<file path="src/rtl/rv3n_func_div.sv">
// Iterative RV32M divide unit (DIV/DIVU/REM/REMU) for one FUNC slot.
// Restoring division at one quotient bit per cycle, with fast paths for divide-by-zero and signed overflow.
module rv3n_func_div #(
  parameter int XLEN  = 32,
  parameter int CNT_W = 6
) (
  input  logic            clk,
  input  logic            rst,
  input  logic            calc_valid,
  input  logic [7:0]      calc_para,
  input  logic [XLEN-1:0] calc_operand0,
  input  logic [XLEN-1:0] calc_operand1,
  input  logic            calc_flush,
  output logic            calc_busy,
  output logic            calc_done,
  output logic [XLEN-1:0] calc_result
);

  typedef enum logic [1:0] {IDLE, CALC, FIN} state_t;

  localparam logic [XLEN-1:0] INT_MIN = {1'b1, {(XLEN-1){1'b0}}};

  state_t           state, state_nxt;
  logic [CNT_W-1:0] cnt;
  logic [XLEN-1:0]  dvd;      // dividend shifts out, quotient bits shift in
  logic [XLEN-1:0]  dvs;
  logic [XLEN-1:0]  rem;
  logic             rem_sel, neg_q, neg_r;

  logic             accept, sign0, sign1, div_zero, ovf, fast;
  logic [XLEN-1:0]  abs0, abs1, fast_result;
  logic [XLEN:0]    rem_sh, rem_sub;
  logic             rem_ge;
  logic [XLEN-1:0]  rem_new, dvd_new, q_fix, r_fix, fin_result;
  logic             unused_para;

  assign unused_para = ^calc_para[7:3];

  // NOTE: combinational blocks assign every output a default first, so no path can infer a latch.
  always_comb begin
    accept    = (state == IDLE) && calc_valid && calc_para[2] && !calc_flush;
    sign0     = !calc_para[0] && calc_operand0[XLEN-1];
    sign1     = !calc_para[0] && calc_operand1[XLEN-1];
    abs0      = sign0 ? -calc_operand0 : calc_operand0;
    abs1      = sign1 ? -calc_operand1 : calc_operand1;
    div_zero  = (calc_operand1 == '0);
    ovf       = !calc_para[0] && (calc_operand0 == INT_MIN) && (calc_operand1 == '1);
    fast      = div_zero || ovf;
    if (div_zero) fast_result = calc_para[1] ? calc_operand0 : '1;
    else          fast_result = calc_para[1] ? '0 : INT_MIN;

    // Shifted remainder carries XLEN+1 bits so a large unsigned divisor never overflows the compare.
    rem_sh     = {rem, dvd[XLEN-1]};
    rem_sub    = rem_sh - {1'b0, dvs};
    rem_ge     = (rem_sh >= {1'b0, dvs});
    rem_new    = rem_ge ? rem_sub[XLEN-1:0] : rem_sh[XLEN-1:0];
    dvd_new    = {dvd[XLEN-2:0], rem_ge};
    q_fix      = neg_q ? -dvd_new : dvd_new;
    r_fix      = neg_r ? -rem_new : rem_new;
    fin_result = rem_sel ? r_fix : q_fix;

    state_nxt = state;
    case (state)
      IDLE:    if (accept) state_nxt = fast ? FIN : CALC;
      CALC:    if (calc_flush) state_nxt = IDLE;
               else if (cnt == '0) state_nxt = FIN;
      FIN:     state_nxt = IDLE;
      default: state_nxt = IDLE;
    endcase
  end

  // NOTE: sequential state uses non-blocking assignments so every register sees pre-edge values.
  always_ff @(posedge clk or posedge rst) begin
    if (rst) begin
      state       <= IDLE;
      cnt         <= '0;
      dvd         <= '0;
      dvs         <= '0;
      rem         <= '0;
      rem_sel     <= 1'b0;
      neg_q       <= 1'b0;
      neg_r       <= 1'b0;
      calc_result <= '0;
    end else begin
      state <= state_nxt;
      case (state)
        IDLE: if (accept) begin
          rem_sel <= calc_para[1];
          neg_q   <= sign0 ^ sign1;
          neg_r   <= sign0;
          dvd     <= abs0;
          dvs     <= abs1;
          rem     <= '0;
          cnt     <= CNT_W'(XLEN-1);
          if (fast) calc_result <= fast_result;
        end
        CALC: if (!calc_flush) begin
          rem <= rem_new;
          dvd <= dvd_new;
          if (cnt == '0) calc_result <= fin_result;
          else           cnt <= cnt - 1'b1;
        end
        default: ;
      endcase
    end
  end

  assign calc_busy = (state != IDLE);
  assign calc_done = (state == FIN);

endmodule

</file>
<file path="config.mk">
export PLATFORM = sky130hd
export DESIGN_NAME = rv3n_func_div
export DESIGN_NICKNAME = d
export VERILOG_FILES = /design/src/rtl/rv3n_func_div.sv
export SDC_FILE = /design/constraint.sdc
export NUM_CORES = 1
export LEC_CHECK = 0
export BUFFER_PORTS_ARGS = -buffer_cell sky130_fd_sc_hd__buf_2
export CORE_MARGIN = 2
export CORE_UTILIZATION = 45
export DETAILED_ROUTE_END_ITERATION = 16
export SYNTH_ARGS = -nofsm -noshare
export SYNTH_HDL_FRONTEND = slang
export SYNTH_SLANG_ARGS = --single-unit
</file>
<file path="constraint.sdc">
create_clock -name clk -period 6.25 [get_ports clk]
set_clock_uncertainty 0.2 [all_clocks]
set_input_delay 0.9375 -clock clk [delete_from_list [all_inputs] [get_ports clk]]
set_output_delay 0.9375 -clock clk [all_outputs]
set_load 0.1 [all_outputs]
</file>
[Word-level counts from Yosys, hierarchy flattened]
Cells that the tools add are included.
Widths: inputs -> output; s select.
Word-level totals
  flip-flop bits (word level): 139
  input port bits: 76
  output and inout bits: 34
  logic and storage cells: 76
Operators by class
  add/sub/neg operators: 6
  order comparisons: 1
  equal/unequal tests: 10
  multiplexer cells: 29
  bitwise operators: 1
  reduce and logical (&&, ||, !) cells: 20
Operators with widths (count)
  $mux 32: 17
  $pmux 32 s2: 3
  $neg 32->32: 4
  $eq 32x32->1 const B: 2
  $ge 33x32->1: 1
  $logic_not 32->1: 1
  $sub 32x32->32: 1
  $mux 6: 3
  $pmux 6 s2: 1
  $ne 2x2->1 const B: 5
  $mux 2: 4
  $logic_and 1x1->1: 7
  $logic_not 6->1: 1
  $sub 6x1->6 const B: 1
  $reduce_and 5->1: 1
  $pmux 2 s2: 1
  $reduce_and 2->1: 2
  $reduce_and 4->1: 1
  $reduce_bool 2->1: 2
  $ne 3x3->1 const B: 1
  $reduce_and 3->1: 1
  $eq 2x1->1 const B: 1
  $eq 2x2->1 const B: 1
  $logic_not 1->1: 2
  3 further kinds: 3

[Logic depth before layout (Yosys ltp)]
Gate-level depths: netlist of the first run.
  word-level depth: 8
  depth in mapped cells: 25
  depth with buffers taken out: 20

[Worst setup path after synthesis of the first run]
No wires, ideal clock.
  kind: reg2reg
  start: register rem[5]
  end: register calc_result[30]
  setup time: 78 ps
  data arrival time: 4838 ps
  data required time: 5972 ps
  slack: 1133 ps
  cell stages (with the launch flop): 21
  buffers on the path: 4
  clock period less this slack: 5117 ps
  path through: dfrtp_1 -> ha_1 -> buf_2 -> a21oi_2 -> o21ai_1 -> a41o_1 -> o311ai_2 -> nand2_2 -> inv_2 -> buf_4 -> clkbuf_1 -> buf_1 -> ha_1 -> or2b_2 -> or2_4 -> or4_4 -> o31ai_2 -> xor2_1 -> a221oi_1 -> a21oi_1 -> a21oi_1
On the way
  longest elaborated chain between the ends: 8
  elaborated cells between the ends (all ways): 11
  classes of those cells: add/sub (3); order compare (1); mux (7)
Ends and longest elaborated chain
  start: declaration: line 27  | logic [XLEN-1:0] rem;
  start signal: assignment: line 98  | rem <= rem_new;
  $sub 32x32->32 / $ge 33x32->1 (equally long branches): line 54, 55
  $mux 32: line 56  | rem_new = rem_ge ? rem_sub[XLEN-1:0] : rem_sh[XLEN-1:0];
  $neg 32->32: line 59  | r_fix = neg_r ? -rem_new : rem_new;
  $mux 32: line 59
  $mux 32 (*): line 60  | fin_result = rem_sel ? r_fix : q_fix;
  $mux 32 (*): line 100  | if (cnt == '0) calc_result <= fin_result;
  $mux 32 (*): line 97  | CALC: if (!calc_flush) begin
  $pmux 32 s2 (*): line 86  | case (state)
  end signal: assignment: line 95  | if (fast) calc_result <= fast_result;
  end signal: assignment: line 100
  end: declaration: line 16  | output logic [XLEN-1:0] calc_result
Every way passes the cells marked *; elsewhere a longest branch is shown, timed or not. The select of a mux whose other input is x is not followed.
A chain may end at the register's enable or synchronous reset.

[Worst setup path after layout of the first run]
Same ends and word-level chain as after synthesis.

==> results of run 1 <==
## stage by stage
step | instance area (um2) | std cells | setup slack [ns]
after floorplan | 11700 | 1530 | 1.13
after global placement | 12500 | 1902 | 0.523
after detailed placement | 12500 | 1902 | 0.501
after CTS | 13100 | 1933 | 0.458
after global routing | 13100 | 1933 | 0.178
final | 13100 | 1933 | 0.540
## metal layers
layer / wire, um / vias up / track usage
met5: 0 / - / 0
met4: 988 / 0 / 0.0807
met3: 1560 / 41 / 0.0392
met2: 17200 / 284 / 0.449
met1: 17100 / 5542 / 0.381
li1: - / 5664 / -
## power by group through the flow
stage          logic [W]  registers [W]  clock network (W)
6_report         0.00311        0.00129            0.00111
5_1_grt          0.00344        0.00131            0.00116
4_1_cts          0.00308        0.00128            0.00112
3_5_place_dp     0.00307        0.00130                  0
3_3_place_gp     0.00305        0.00129                  0
2_1_floorplan    0.00216        0.00146                  0
## logic make-up after synthesis
logic type                 Yosys count  synth area share
and+or+nand+nor                    512             0.209
xor gates and xnor gates           139             0.104
adders and majority gates           40            0.0433
DFF                                139             0.297
muxes                               20            0.0174
buffers and inverters              145            0.0488
AOI/OAI and AO/OA                  535             0.281
## worst min path at each step
stage                                 to  slack, ns  depth (start not counted)
after floorplan                  dvs[10]       0.25                          2
after global placement    calc_result[6]       0.26                          2
after global routing      calc_result[0]       0.30                          2
after detailed placement  calc_result[0]       0.27                          2
after CTS                 calc_result[0]       0.28                          2
final                     calc_result[0]       0.27                          2
## worst min-delay path, stage by stage, from the launching register on
cell     delay (ns)
dfrtp_1        0.34
nand2_1        0.04
o21ai_0        0.06
## cells in the final DEF (no fill, tap or decap), types with 8 or more instances in the layout
| cell | count |
|---|---|
| or4_1 | 16 |
| o211ai_1 | 20 |
| buf_4 | 22 |
| xnor2_1 | 79 |
| a211oi_1 | 11 |
| clkbuf_16 | 17 |
| nor4_1 | 14 |
| nor2b_1 | 8 |
| nor3_1 | 33 |
| xor2_1 | 60 |
| dfrtp_1 | 139 |
| nand2b_1 | 9 |
| a31oi_1 | 18 |
| a21oi_1 | 134 |
| nand3_1 | 46 |
| mux2i_1 | 17 |
| ha_1 | 39 |
| and2_1 | 8 |
| nor2_1 | 114 |
| o31ai_1 | 22 |
| nand4_1 | 21 |
| o21ai_1 | 9 |
| o21ai_0 | 220 |
| inv_1 | 53 |
| buf_2 | 104 |
| nand2_1 | 181 |
| or3_1 | 20 |
| a21o_1 | 10 |
| o41ai_1 | 10 |
## final cells by class
class / instances / area, um2 / area share
multi-input cells: 1246 / 7700 / 0.587
clock buffers: 18 / 429 / 0.0327
well taps: 335 / 419 / 0.0320
clock inverters: 13 / 188 / 0.0143
inverters: 56 / 215 / 0.0164
flip-flops and latches: 139 / 3480 / 0.265
repair buffers: 126 / 686 / 0.0523
## flip-flops by register name, indices dropped and copies added, names as in the netlist
signal	flops
calc_result	32
dvd	32
dvs	32
rem	32
cnt	6
state	2
neg_q	1
neg_r	1
rem_sel	1
## repair_timing
action / 4_1_cts / 5_1_grt
hold buffers: 0 / 0
gates resized for setup: 0 / 1
setup endpoints to repair: 0 / 3
==> qor.txt, run 1 <==
=================================================================================
Switching pwr                                                           0.00268 W
Top post-synthesis cells by area                                     dfrtp_1, o21ai_0, xnor2_1, nand2_1, a21oi_1
Net count, final                                                             1702
Required time reported for the critical path endpoint                     6.35 ns
Maximum fanout along the worst path                                            13
Part of the Yosys area used for sequential elements                         0.297
Number of synthesized register bits                                           139
Cell row count                                                                 59
First-pass GRT wire length                                               58600 um
All-layer global routing usage                                              0.275
Netlist area before placement                                           11700 um2
Minimum clock period                                                      5.71 ns
Relative contribution of sequential cells to total power                    0.234
Number of logic stages on the critical path including buffering                18
RR Startpoint                                                              rem[5]
Most frequent cell after synthesis                                        o21ai_0
Vias in the first global route                                              10800
Filler cells                                                                 2610
I/O pins                                                                      110
WP data arrival                                                           5.81 ns
Final-report hold violation count                                               0
Cell at the root of the clock tree                                      clkbuf_16
Family with the most delay on the worst path                         compound AO/OA/AOI/OAI gates
Clk sink count                                                                139
Final clock period utilization by the worst path                            0.914
Count of maximum capacitance violations                                         0
Core Util, Final                                                            0.508
Antenna Diode Count                                                             0
Area of the core                                                        25800 um2
Count of distinct cell types in the synthesized netlist                        89
Capture point of the critical path                                   calc_result[30]
Syn Inst Count                                                               1530
Residual overflow from global routing                                           0
Power per cell area                                                    419 nW/um2
Pins over their slew limit                                                      0
Number of cells traversed by the worst register-to-register path               18
Syn Area/Cell                                                            7.66 um2
Kind of capture point of the worst setup path                                flop
HPWL after DPL                                                           27100 um
Slew Limit Headroom                                                         0.154
Hold slack final                                                         0.272 ns
Setup TNS Final                                                              0 ns
Comb power frac                                                             0.565
Int Power                                                               0.00282 W
H-tree depth reported by CTS                                                    4
TritonCTS clock tree                                                          yes
Leakage power                                                             5.50 nW
Largest net degree at the start of global routing                             101
Status                                                               finished clean
Number of buffers created by CTS                                               17
Height of the chip                                                         165 um
List of cells traversed by the critical path                         ha_1 -> nand3_1 -> nor3_1 -> a31o_2 -> a221oi_2 -> nand2_2 -> inv_2 -> mux2i_1 -> ha_1 -> nand2_1 -> a2111oi_2 -> nand4_1 -> o31ai_1 -> and3_1 -> nand3_1 -> o31ai_1 -> xor2_1 -> a21oi_1
Bufs on Longest Clock Path                                                      2
Horizontal die dimension                                                   165 um
Post-synth ARST share                                                        1.00
Skew-Pair Late Insertion Delay                                            0.43 ns
Avg WL per Cell                                                           19.0 um
Hold path start                                                      calc_result[0]
Cell type contributing the most total cell area after synthesis           dfrtp_1
Clock Power Share                                                           0.201
Primary flip-flop cell chosen by synthesis mapping                        dfrtp_1
Sum of buffers and inverters on the critical path                               1
Post-CTS setup buffer count                                                     0
Setup repair after global routing missed its margin                            no
Start-to-end type of the worst setup path                            flop to flop
Synthesized Nets                                                             1646
Most frequent cells after synthesis                                  o21ai_0, nand2_1, dfrtp_1
Timing-limited maximum frequency                                          175 MHz
Number of DRC violations after detailed-routing iteration 0                   953
Total vias in the final route                                               11500
Number of input and output port buffers inserted                              104
Number of antenna violations at the first check in global routing               0
Switching portion of total power                                            0.487
Detailed Routing Iterations Pass 1                                              5
Proportion of netlist area held by the largest area contributor             0.297
Endpoints failing setup                                                         0
Clock slew seen by the registers of the worst setup and hold paths        0.07 ns
Final estimated routing congestion in global placement                      0.941
Yosys warning count                                                             0
Final total power                                                       0.00550 W
Avg Vias per Cell                                                            5.97
Layout-stage area growth over the synthesis result                          11.9%
DIE AREA                                                                27400 um2
Fraction of layout instances using a drive strength above 1                 0.127
Critical Path Start Type                                                     flop
Setup slack of the most critical reg-to-reg path                          0.54 ns
Worst hold path class                                                flop to flop
Worst path slowest cell                                                   dfrtp_1
Count of nets left with antenna violations after detail routing                 0
Starting density of the core                                                0.454
Count of flip-flops with a built-in enable after synthesis                      0
Worst-margin pin slew                                                     1.26 ns
VDD IR max                                                               0.280 mV
Crit-path max cell delay                                                  0.46 ns
Post-detailed-route DRC marker count                                            0
R2R Path End                                                         calc_result[30]
Worst setup startpoint                                                     rem[5]
Sum of routed wire length over all layers                                36800 um
=================================================================================
(Power assumes the default switching activity.)
==> run 2: changes to the inputs <==
--- a/config.mk
+++ b/config.mk
@@ -6,9 +6,12 @@
 export NUM_CORES = 1
 export LEC_CHECK = 0
 export BUFFER_PORTS_ARGS = -buffer_cell sky130_fd_sc_hd__buf_2
+export CELL_PAD_IN_SITES_DETAIL_PLACEMENT = 1
+export CELL_PAD_IN_SITES_GLOBAL_PLACEMENT = 1
 export CORE_MARGIN = 2
-export CORE_UTILIZATION = 45
+export CORE_UTILIZATION = 41
 export DETAILED_ROUTE_END_ITERATION = 16
+export PLACE_DENSITY_LB_ADDON = 0.1
 export SYNTH_ARGS = -nofsm -noshare
 export SYNTH_HDL_FRONTEND = slang
 export SYNTH_SLANG_ARGS = --single-unit
==> constraint.sdc (replaced) <==
create_clock -name clk -period 5.09 [get_ports clk]
set_clock_uncertainty 0.2 [all_clocks]
set_input_delay 1.2725 -clock clk [delete_from_list [all_inputs] [get_ports clk]]
set_output_delay 1.2725 -clock clk [all_outputs]
set_load 0.1 [all_outputs]
==> run 2 against run 1 <==
Net effect: combinational power rose by 41%; die area rose by 9.5%; via count rose by 5.5%; flip-flop and latch count did not move; design area rose by 5.5%; setup slack got worse by 0.26 ns; first-iteration DRC count fell by 24%; non-clock buffer count rose by 78; sequential power rose by 22%; utilization fell by 1.2 points; fmax rose by 19%; largest power group unchanged.
==> qor.txt, run 2 (same netlist as run 1, synthesis figures left out) <==
=====================================================================================
Multi-input combinational cell area                                          7770 um2
Avg Vias per Cell                                                                5.92
Final estimated routing congestion in global placement                          0.886
Number of antenna violations at the first check in global routing                   1
Avg WL per Cell                                                               21.0 um
Highest-count cells in the layout ignoring fill and taps                 o21ai_0, nand2_1, dfrtp_1
Clk sink count                                                                    139
Placed cell area                                                            13100 um2
Pins over their slew limit                                                          0
Post-detailed-route DRC marker count                                                0
Minimum clock period                                                          4.81 ns
Height of the chip                                                             173 um
First-pass GRT wire length                                                   69100 um
Timing-limited maximum frequency                                              208 MHz
Power per cell area                                                        528 nW/um2
Horizontal die dimension                                                       173 um
Setup Slack @ Placement                                                   -0.00117 ns
Filler cells                                                                     3558
Leakage power                                                                 5.89 nW
Kind of capture point of the worst setup path                                    flop
Clock slew seen by the registers of the worst setup and hold paths            0.06 ns
Largest net degree at the start of global routing                                 101
Met1 usage                                                                      0.382
Required time reported for the critical path endpoint                         5.22 ns
HPWL after DPL                                                               32900 um
Residual overflow from global routing                                               0
Starting density of the core                                                    0.420
Status                                                                   finished clean
All-layer global routing usage                                                  0.288
Total vias in the final route                                                   12200
Net count, final                                                                 1780
Bufs on Longest Clock Path                                                          2
Setup TNS Final                                                                  0 ns
Number of DRC violations after detailed-routing iteration 0                       723
Area of the core                                                            27900 um2
Most frequent standard cell in the layout excluding fill and tap cells        o21ai_0
VDD IR max                                                                   0.261 mV
Count of nets left with antenna violations after detail routing                     0
Slew Limit Headroom                                                             0.325
H-tree depth reported by CTS                                                        4
Area taken by flip-flops and latches                                         3480 um2
Final-report hold violation count                                                   0
Fraction of layout instances using a drive strength above 1                     0.176
Final Cell Area                                                             13800 um2
Hold slack final                                                             0.277 ns
Met3 Use GR                                                                    0.0387
Skew-Pair Late Insertion Delay                                                0.44 ns
Endpoints failing setup                                                             0
I/O pins                                                                          110
Count of maximum capacitance violations                                             0
Sum of routed wire length over all layers                                    43100 um
Cell row count                                                                     61
Maximum fanout along the worst path                                                 4
Number of buffers inserted for hold repair after clock tree synthesis               0
Cell at the root of the clock tree                                          clkbuf_16
Vias in the first global route                                                  12500
Worst-margin pin slew                                                         1.01 ns
Top Usage Layer GRT                                                              met2
Met2 usage                                                                      0.487
Antenna Diode Count                                                                 0
Number of input and output port buffers inserted                                  104
Number of buffers created by CTS                                                   17
WP data arrival                                                               4.94 ns
Worst hold path class                                                    flop to flop
Layout-stage area growth over the synthesis result                              18.0%
Detailed Routing Iterations Pass 1                                                  4
Least setup slack across all paths after layout                              0.282 ns
DIE AREA                                                                    30000 um2
TritonCTS clock tree                                                              yes
Start-to-end type of the worst setup path                                flop to flop
Final clock period utilization by the worst path                                0.945
Critical Path Start Type                                                         flop
=====================================================================================
## run 2: cell count changes in the layout (fill, tap and decap cells not counted), moves of 2 or more
cell	previous run	this run
a21oi_1	134	132
a21oi_2	2	4
buf_4	22	99
bufinv_16	4	2
clkbuf_8	0	3
clkinv_2	3	0
o21ai_0	220	216
o21ai_1	9	12
o31ai_1	22	19
o31ai_2	2	4
## run 2: critical path, stage by stage, from the launching register on
cell,delay (ns)
dfrtp_1,0.45
inv_1,0.11
ha_1,0.34
nor2b_1,0.16
o2111ai_1,0.32
a211oi_2,0.15
o311ai_2,0.33
nand2_2,0.14
inv_2,0.11
mux2i_2,0.24
ha_2,0.23
nand2b_1,0.07
or4_4,0.46
or3_1,0.38
o31ai_2,0.24
xnor2_1,0.09
nand2_1,0.07
o2111ai_1,0.14
o211ai_1,0.22
a21oi_1,0.10
a21o_1,0.16
## run 2: path summary, 6_finish.rpt
path	start	to	slack (ns)	cells after the start
setup / recovery	dvs[1]	calc_result[10]	0.28	20
hold / removal	dvs[15]	dvs[15]	0.28	2
setup reg to reg	dvs[1]	calc_result[10]	0.28	20
hold reg to reg	dvs[15]	dvs[15]	0.28	2
max in group asynchronous	rst	rem[24]	2.93	3
min in group asynchronous	rst	calc_result[6]	0.78	2
## run 2: routing by layer
metal	vias to the layer above	part of all wire
met1	6057	0.46
li1	5809	-
met5	-	0
met4	0	0.025
met3	62	0.036
met2	237	0.48
## run 2: layout make-up
cell class / count / share of cell area
Multi-Input combinational cell: 1246 / 0.562
Sequential cell: 139 / 0.251
Timing Repair Buffer: 204 / 0.0928
Tap cell: 378 / 0.0342
Clock buffer: 20 / 0.0337
Inverter: 56 / 0.0155
Clock inverter: 12 / 0.0108
## run 2: through the flow
step / total power, W / cells / utilization
6_report: 0.00730 / 2055 / 0.495
5_1_grt: 0.00781 / 2055 / 0.495
4_1_cts: 0.00720 / 2054 / 0.493
3_5_place_dp: 0.00580 / 2022 / 0.470
3_3_place_gp: 0.00569 / 2022 / 0.470
2_1_floorplan: 0.00444 / 1530 / -
## run 2: repair_timing
item | in CTS | in global routing
pin swaps | 0 | 2
resized for setup | 3 | 16
buffers inserted | 0 | 1
setup endpoints to repair | 3 | 11
## run 2: power by group
part,internal (W),total [W],leakage [nW],switching (W)
logic,0.00161,0.00437,3.78,0.00276
registers,0.00132,0.00158,1.80,0.000257
clock network,0.000777,0.00135,0.305,0.000576
==> run 3: changes to the inputs <==
--- a/config.mk
+++ b/config.mk
@@ -5,12 +5,13 @@
 export SDC_FILE = /design/constraint.sdc
 export NUM_CORES = 1
 export LEC_CHECK = 0
-export BUFFER_PORTS_ARGS = -buffer_cell sky130_fd_sc_hd__buf_2
 export CELL_PAD_IN_SITES_DETAIL_PLACEMENT = 1
 export CELL_PAD_IN_SITES_GLOBAL_PLACEMENT = 1
 export CORE_MARGIN = 2
-export CORE_UTILIZATION = 41
+export CORE_UTILIZATION = 44
+export CTS_CLUSTER_SIZE = 20
 export DETAILED_ROUTE_END_ITERATION = 16
+export DONT_BUFFER_PORTS = 1
 export PLACE_DENSITY_LB_ADDON = 0.1
 export SYNTH_ARGS = -nofsm -noshare
 export SYNTH_HDL_FRONTEND = slang
==> run 3 against run 2 <==
Net effect: the flow now finishes with violations (DRC); utilization is 1.1 points higher; design area is 4.5% lower; via count down 4.0%; sequential power increased by 18%; critical path type unchanged; highest routed layer unchanged.
==> qor.txt, run 3 (same netlist as run 1, synthesis figures left out) <==
=====================================================================================
Status                                                                   finished, violations left
Violations in the final reports                                                   DRC
Crit-path max cell delay                                                      0.54 ns
Sum of routed wire length over all layers                                    41700 um
Avg WL per Cell                                                               21.9 um
Number of DRC violations after detailed-routing iteration 0                       740
Final estimated routing congestion in global placement                          0.893
Filler cells                                                                     3300
Number of buffers created by CTS                                                   17
RR Startpoint                                                                  dvs[8]
Minimum clock period                                                          4.84 ns
Final Cell Area                                                             13200 um2
Area taken by flip-flops and latches                                         3480 um2
VDD IR max                                                                   0.287 mV
Total vias in the final route                                                   11700
Hold slack final                                                             0.284 ns
Layout-stage area growth over the synthesis result                              12.8%
Final cell count without fillers                                                 1903
Skew-Pair Late Insertion Delay                                                0.45 ns
Hold path start                                                               dvs[28]
Bufs on Longest Clock Path                                                          2
Most frequent standard cell in the layout excluding fill and tap cells        o21ai_0
Post-placement cell count                                                        1869
H-tree depth reported by CTS                                                        4
Clock slew seen by the registers of the worst setup and hold paths            0.08 ns
Worst path slowest cell                                                         or4_1
Count of maximum capacitance violations                                             0
Number of logic stages on the critical path including buffering                    20
Worst Hold End                                                                dvs[28]
Leakage power                                                                 5.40 nW
Required time reported for the critical path endpoint                         5.26 ns
R2R Path End                                                             calc_result[24]
Start-to-end type of the worst setup path                                flop to flop
DIE AREA                                                                    28000 um2
Starting density of the core                                                    0.449
First-pass GRT wire length                                                   66300 um
Detailed Routing Iterations Pass 1                                                 11
Final clock period utilization by the worst path                                0.952
Setup slack of the most critical reg-to-reg path                              0.25 ns
Highest-count cells in the layout ignoring fill and taps                 o21ai_0, nand2_1, dfrtp_1
All-layer global routing usage                                                  0.299
Area of the core                                                            26100 um2
Slew Limit Headroom                                                             0.292
Number of input and output port buffers inserted                                    0
WP data arrival                                                               5.02 ns
Number of antenna violations at the first check in global routing                   0
Residual overflow from global routing                                               0
I/O pins                                                                          110
Post-detailed-route DRC marker count                                                6
HPWL after DPL                                                               31500 um
Worst hold path class                                                    flop to flop
Cell row count                                                                     59
Number of cells traversed by the worst register-to-register path                   20
Largest net degree at the start of global routing                                 140
Setup TNS Final                                                                  0 ns
Pins over their slew limit                                                          0
Horizontal die dimension                                                       167 um
Fraction of layout instances using a drive strength above 1                     0.119
Cell at the root of the clock tree                                          clkbuf_16
Sum of buffers and inverters on the critical path                                   3
Least setup slack across all paths after layout                              0.247 ns
TritonCTS clock tree                                                              yes
List of cells traversed by the critical path                             inv_1 -> ha_1 -> buf_4 -> a21oi_1 -> o21ai_1 -> a41o_1 -> o311ai_4 -> nand2_2 -> inv_2 -> mux2i_2 -> ha_1 -> nand2b_1 -> or4_4 -> nor3_4 -> nand3_1 -> o31ai_2 -> and3_4 -> nand3_4 -> or4_1 -> nand3_1
Setup Slack @ Placement                                                    -0.0828 ns
Count of nets left with antenna violations after detail routing                     0
Timing-limited maximum frequency                                              206 MHz
Placed cell area                                                            12500 um2
Kind of capture point of the worst setup path                                    flop
Family with the most delay on the worst path                             simple AND/OR/NAND/NOR gates
Clk sink count                                                                    139
Vias in the first global route                                                  12000
Antenna Diode Count                                                                 0
Worst-margin pin slew                                                         1.06 ns
Endpoints failing setup                                                             0
Multi-input combinational cell area                                          7800 um2
Maximum fanout along the worst path                                                10
Final-report hold violation count                                                   0
Avg Vias per Cell                                                                6.14
Hold depth                                                                          2
Height of the chip                                                             167 um
Net count, final                                                                 1671
Power per cell area                                                        542 nW/um2
Critical Path Start Type                                                         flop
=====================================================================================
## run 3: cell types whose count changed in the layout (fill, tap and decap cells not counted), moves of 2 or more
cell / delta
buf_4: -6
clkbuf_8: -3
inv_8: +4
bufinv_16: -2
buf_2: -104
## run 3: layout make-up
type | count | area share
inverter | 56 | 0.0162
clock buffer | 17 | 0.0322
tap | 335 | 0.0317
multi-input combinational | 1246 | 0.590
sequential | 139 | 0.263
timing repair buffer | 95 | 0.0558
clock inverter | 15 | 0.0112
## run 3: what timing repair did
action,CTS,global route
setup buffers,0,2
pin swaps,0,7
setup endpoints to repair,8,11
hold buffers,0,0
resized for setup,2,18
## run 3: metal layers
layer	GRT usage	share of wire	wire length (um)	up-vias
met5	0	0	0	-
met4	0.0900	0.025	1050	0
met3	0.0468	0.046	1910	65
met2	0.507	0.48	20000	265
met1	0.395	0.45	18700	5756
li1	-	-	-	5590
## run 3: how the worst max path moves through the flow
stage               slack, ns              end    start
global placement        -0.03  calc_result[30]  rem[10]
global route           -0.001  calc_result[24]  dvs[12]
CTS                     -0.02  calc_result[30]   dvs[8]
detailed placement      -0.08  calc_result[30]  rem[10]
finish                   0.25  calc_result[24]   dvs[8]
floorplan                0.02  calc_result[24]   rem[2]
## run 3: tightest hold or removal path, stage by stage (launching register included)
cell     delay (ns)
dfrtp_1        0.34
nand2_1        0.05
o21ai_0        0.06
## run 3: metrics by stage
stage | utilization | total power, W
after floorplan | - | 0.00444
after global placement | 0.480 | 0.00558
after detailed placement | 0.480 | 0.00570
after CTS | 0.502 | 0.00701
after global routing | 0.506 | 0.00767
final | 0.506 | 0.00716
## run 3: power by group
group	internal, W	switching [W]
logic	0.00158	0.00245
registers	0.00132	0.000546
clock network	0.000654	0.000610
total	0.00355	0.00361
